<file path="src/rtl/csa_resolver.sv">
// Digit-serial carry-propagate resolver: turns a carry-save pair (s, c) into s + (c << 1).
// Optional saturation to 2^W-1 is enabled by defining CSA_RES_SAT_EN.
module csa_resolver #(
  parameter int W     = 13,
  parameter int CHUNK = 4
) (
  input  logic         clk,
  input  logic         rst,
  input  logic         in_valid,
  output logic         in_ready,
  input  logic [W-1:0] s,
  input  logic [W-1:0] c,
  output logic         out_valid,
  input  logic         out_ready,
  output logic [W+1:0] result,
  output logic         sat
);

  localparam int RW     = W + 2;
  localparam int NCHUNK = (RW + CHUNK - 1) / CHUNK;
  localparam int PADW   = NCHUNK * CHUNK;
  localparam int CW     = (NCHUNK > 1) ? $clog2(NCHUNK) : 1;
  localparam logic [CW-1:0] LAST = CW'(NCHUNK - 1);

  typedef enum logic [1:0] {
    IDLE = 2'd0,
    RUN  = 2'd1,
    DONE = 2'd2
  } stateT;

  stateT           state_q, state_d;
  logic [PADW-1:0] opA_q, opA_d;
  logic [PADW-1:0] opB_q, opB_d;
  logic [PADW-1:0] acc_q, acc_d;
  logic            carry_q, carry_d;
  logic [CW-1:0]   count_q, count_d;
  logic [RW-1:0]   result_q, result_d;
  logic [CHUNK:0]  chunkSum;

  assign chunkSum = {1'b0, opA_q[CHUNK-1:0]} + {1'b0, opB_q[CHUNK-1:0]}
                  + {{CHUNK{1'b0}}, carry_q};

`ifdef CSA_RES_SAT_EN
  logic sat_q, sat_d;
`endif

  always_ff @(posedge clk) begin
    if (rst) begin
      state_q  <= IDLE;
      opA_q    <= '0;
      opB_q    <= '0;
      acc_q    <= '0;
      carry_q  <= 1'b0;
      count_q  <= '0;
      result_q <= '0;
`ifdef CSA_RES_SAT_EN
      sat_q    <= 1'b0;
`endif
    end else begin
      state_q  <= state_d;
      opA_q    <= opA_d;
      opB_q    <= opB_d;
      acc_q    <= acc_d;
      carry_q  <= carry_d;
      count_q  <= count_d;
      result_q <= result_d;
`ifdef CSA_RES_SAT_EN
      sat_q    <= sat_d;
`endif
    end
  end

  // Chunks enter the accumulator from the top, so after NCHUNK shifts the
  // first (least significant) chunk has landed at bit 0 and padding sits above RW.
  always_comb begin
    state_d  = state_q;
    opA_d    = opA_q;
    opB_d    = opB_q;
    acc_d    = acc_q;
    carry_d  = carry_q;
    count_d  = count_q;
    result_d = result_q;
`ifdef CSA_RES_SAT_EN
    sat_d    = sat_q;
`endif
    case (state_q)
      IDLE: begin
        if (in_valid) begin
          opA_d   = PADW'({2'b00, s});
          opB_d   = PADW'({1'b0, c, 1'b0});
          acc_d   = '0;
          carry_d = 1'b0;
          count_d = '0;
          state_d = RUN;
        end
      end
      RUN: begin
        opA_d   = opA_q >> CHUNK;
        opB_d   = opB_q >> CHUNK;
        carry_d = chunkSum[CHUNK];
        acc_d   = (acc_q >> CHUNK) | (PADW'(chunkSum[CHUNK-1:0]) << (PADW - CHUNK));
        count_d = count_q + CW'(1);
        if (count_q == LAST) begin
          state_d = DONE;
`ifdef CSA_RES_SAT_EN
          if (|acc_d[RW-1:W]) begin
            result_d = RW'({W{1'b1}});
            sat_d    = 1'b1;
          end else begin
            result_d = acc_d[RW-1:0];
            sat_d    = 1'b0;
          end
`else
          result_d = acc_d[RW-1:0];
`endif
        end
      end
      DONE: begin
        if (out_ready) begin
          state_d = IDLE;
        end
      end
      default: state_d = IDLE;
    endcase
  end

  assign in_ready  = (state_q == IDLE);
  assign out_valid = (state_q == DONE);
  assign result    = result_q;
`ifdef CSA_RES_SAT_EN
  assign sat       = sat_q;
`else
  assign sat       = 1'b0;
`endif

endmodule
</file>
<file path="config.mk">
export PLATFORM = sky130hd
export DESIGN_NAME = csa_resolver
export DESIGN_NICKNAME = d
export VERILOG_FILES = /design/src/rtl/csa_resolver.sv
export SDC_FILE = /design/constraint.sdc
export NUM_CORES = 1
export LEC_CHECK = 0
export CAP_MARGIN = 40
export CORE_UTILIZATION = 45
export CTS_CLUSTER_DIAMETER = 50
export DETAILED_ROUTE_END_ITERATION = 10
export HOLD_SLACK_MARGIN = 0.12
export PLACE_DENSITY = 0.71
export SYNTH_ARGS = -nofsm -noshare
export SYNTH_HDL_FRONTEND = slang
export SYNTH_SLANG_ARGS = --single-unit
export TNS_END_PERCENT = 5
</file>
<file path="constraint.sdc">
create_clock -name clk -period 2.4 [get_ports clk]
set_clock_uncertainty 0.2 [all_clocks]
set_input_delay 0.48 -clock clk [delete_from_list [all_inputs] [get_ports clk]]
set_output_delay 0.48 -clock clk [all_outputs]
set_load 0.005 [all_outputs]
</file>
==> results.json <==
{
  "status": "finished, final reports clean",
  "cts_sinks": 59,
  "finalWorstSetupSlack_ns": 0.2175,
  "final_net_count": 351,
  "htree_levels": 3,
  "p_leak_nw": 1.123,
  "rsz0062_at_grt": "false",
  "synth_top_cell_area_share_pct": 48.63,
  "ys_ff_latch": 59,
  "finalCritPeriodShare_pct": 90.94,
  "numCtsBuffers": 9,
  "antennaDiodeCount": 0,
  "ctsHoldBuffers": 0,
  "synthTopCellsByArea": "dfxtp_1, a21oi_1, a22oi_1, nor2_1, o2bb2ai_1",
  "dieArea_sq_mm": 0.005695,
  "start_util_pct": 47.25,
  "hold_viol_final": 0,
  "ant_nets": 0,
  "hp-start": "acc_q[4]$_SDFFE_PP0P_",
  "drc": 0,
  "coreArea_sq_mm": 0.005140,
  "hp-class": "flip-flop to flip-flop",
  "dpl_cell_area_sq_mm": 0.002882,
  "viasPerCell": 5.333,
  "cap_violations": 0,
  "setup_viol": 0,
  "finalCriticalPeriod_ns": 2.182,
  "wl_um": 5466,
  "synth_largest_area_cell": "dfxtp_1",
  "end_kind": "primary output",
  "cts_tree": "done",
  "ys_async_sr_fraction_pct": 0,
  "netlist_instances": 276,
  "post_cts_buffers": 0,
  "synth_cell_types": 34,
  "hpwl_um": 3646,
  "clk_pin_slew_ns": 0.06,
  "syn_area_per_cell_sq_um": 8.799,
  "ys_top_cells_by_count": "dfxtp_1, nor2_1, a21oi_1",
  "yosysWarnings": 0,
  "worstMarginPinSlew_ns": 0.5551,
  "overflow": 0,
  "grt_max_degree": 40,
  "clock.fmax_ghz": 0.4582,
  "clock_path_buffers": 2,
  "finalPower_w": 0.002078,
  "peakVddDrop_mv": 0.4512,
  "grt_use_total_pct": 21.60,
  "post_cts_resized": 0,
  "grt_pass1_vias": 1950,
  "firstDrtPassIters": 5,
  "place_ws_ns": 0.2032,
  "fp.dieW_um": 75.47,
  "clkLatencyLatePin_ns": 0.33,
  "ys.flop_type": "dfxtp_1",
  "grt_pass1_wl_um": 9080,
  "arrival_ns": 1.50,
  "drive_above_1_share_pct": 6.875,
  "row_count": 26,
  "fin_tns_setup_ns": 0,
  "wire_per_inst_um": 14.02,
  "io_buffers": 46,
  "worstSetupPathType": "flip-flop to primary output",
  "io_pins": 48,
  "yosysSeqAreaShare_pct": 48.63,
  "worst_slew_margin_rel_pct": 63.00,
  "drtIter0Drc": 127,
  "path_max_fanout": 9,
  "fin_util_pct": 59.42,
  "gp_congestion": 0.8148,
  "drv_slew": 0,
  "synth_edf_count": 0,
  "cp.required_ns": 1.72,
  "cp-start-kind": "flip-flop",
  "syn_to_final_growth_pct": 25.76,
  "powerDensity_mw_per_mm2": 680.5,
  "crit_start": "state_q[1]$_SDFFE_PP0P_",
  "synth_nets": 312,
  "yosys.cell_count.top_type": "dfxtp_1",
  "rr_startpoint": "opA_q[0]$_SDFFE_PP0P_",
  "antenna_found_initial": 0,
  "synth_area_sq_mm": 0.002429,
  "cts_root_buf": "clkbuf_8",
  "via_count": 2080,
  "die_h_um": 75.47,
  "fin_area_sq_mm": 0.003054
}
[logic make-up (layout without fill, tap and decap cells)]
kind of cell | after synthesis | count (layout) | share of synthesized area [%]
buf+inv | 27 | 71 | 6.234
fa+ha+maj | 6 | 6 | 3.710
other cells | 1 | 1 | 0.1544
simple gates | 83 | 83 | 15.20
compound gates | 99 | 99 | 25.71
xor+xnor | 1 | 1 | 0.3607
flops | 59 | 59 | 48.63
[critical path, cell delays in order, from the launching register on]
cell and delay, ns:
dfxtp_1 0.32, buf_4 0.17, nor2_1 0.16, clkdlybuf4s50_1 0.52
[state kept, by name, indices dropped and copies added, names as in the netlist]
register / count
opA_q: 13
count_q: 2
state_q: 2
acc_q: 12
carry_q: 1
result: 15
opB_q: 14
[cell usage in the layout, fill, tap and decap left out, drive strengths merged]
cell | Yosys | layout
nand2b | 2 | 2
nor3 | 1 | 1
inv | 1 | 1
dfxtp | 59 | 59
o21ai | 19 | 19
buf | 15 | 6
ha | 4 | 4
o2bb2ai | 14 | 14
nor2b | 3 | 3
xor2 | 1 | 1
or4b | 1 | 1
conb | 1 | 1
nand3 | 3 | 3
o22ai | 4 | 4
a22oi | 21 | 21
clkbuf | 9 | 14
nand2 | 29 | 29
fa | 2 | 2
nor2 | 39 | 39
and3b | 1 | 1
nand3b | 2 | 2
o21ba | 1 | 1
nor3b | 1 | 1
clkdlybuf4s50 | 0 | 46
a21o | 1 | 1
clkinv | 2 | 4
a21oi | 36 | 36
nand4 | 1 | 1
a211oi | 2 | 2
o21bai | 1 | 1
[routing by layer]
layer  vias up  share of wire [%]  track usage, %
met3         4                5.3           7.011
met5         -                  0               0
met2        61                 48           33.63
met1       968                 46           28.17
li1       1047                  -               -
met4         0               0.93           7.819
[power by group]
group	leakage, nW	switching (W)	internal, W
Sequential	0.482	0.0000318	0.00103
Clock	0.0905	0.000356	0.000429
Combinational	0.550	0.000123	0.000114
[final timing paths]
check / cells past startpoint / end / slack [ns]
max reg2reg: 5 / carry_q$_SDFFE_PP0P_ / 0.45
min reg2reg: 2 / result[0]$_SDFFE_PP0P_ / 0.25
max: 3 / in_ready / 0.22
min: 2 / result[0]$_SDFFE_PP0P_ / 0.25
[cell type report]
cell class,instances,area (sq um)
clock buffers,14,162.7
clock inverters,2,10.01
fillers,512,2086
inverters,3,11.26
multi-input cells,190,1096
flip-flops and latches,59,1181
well taps,70,87.58
repair buffers,52,505.5
[metrics by stage]
step	hold slack, ns	instances
after floorplan	0.2315	276
after global placement	0.2419	374
after detailed placement	0.2468	374
after CTS	0.2552	390
after global routing	0.2696	390
final	0.2521	390
(Power assumes the default switching activity.)
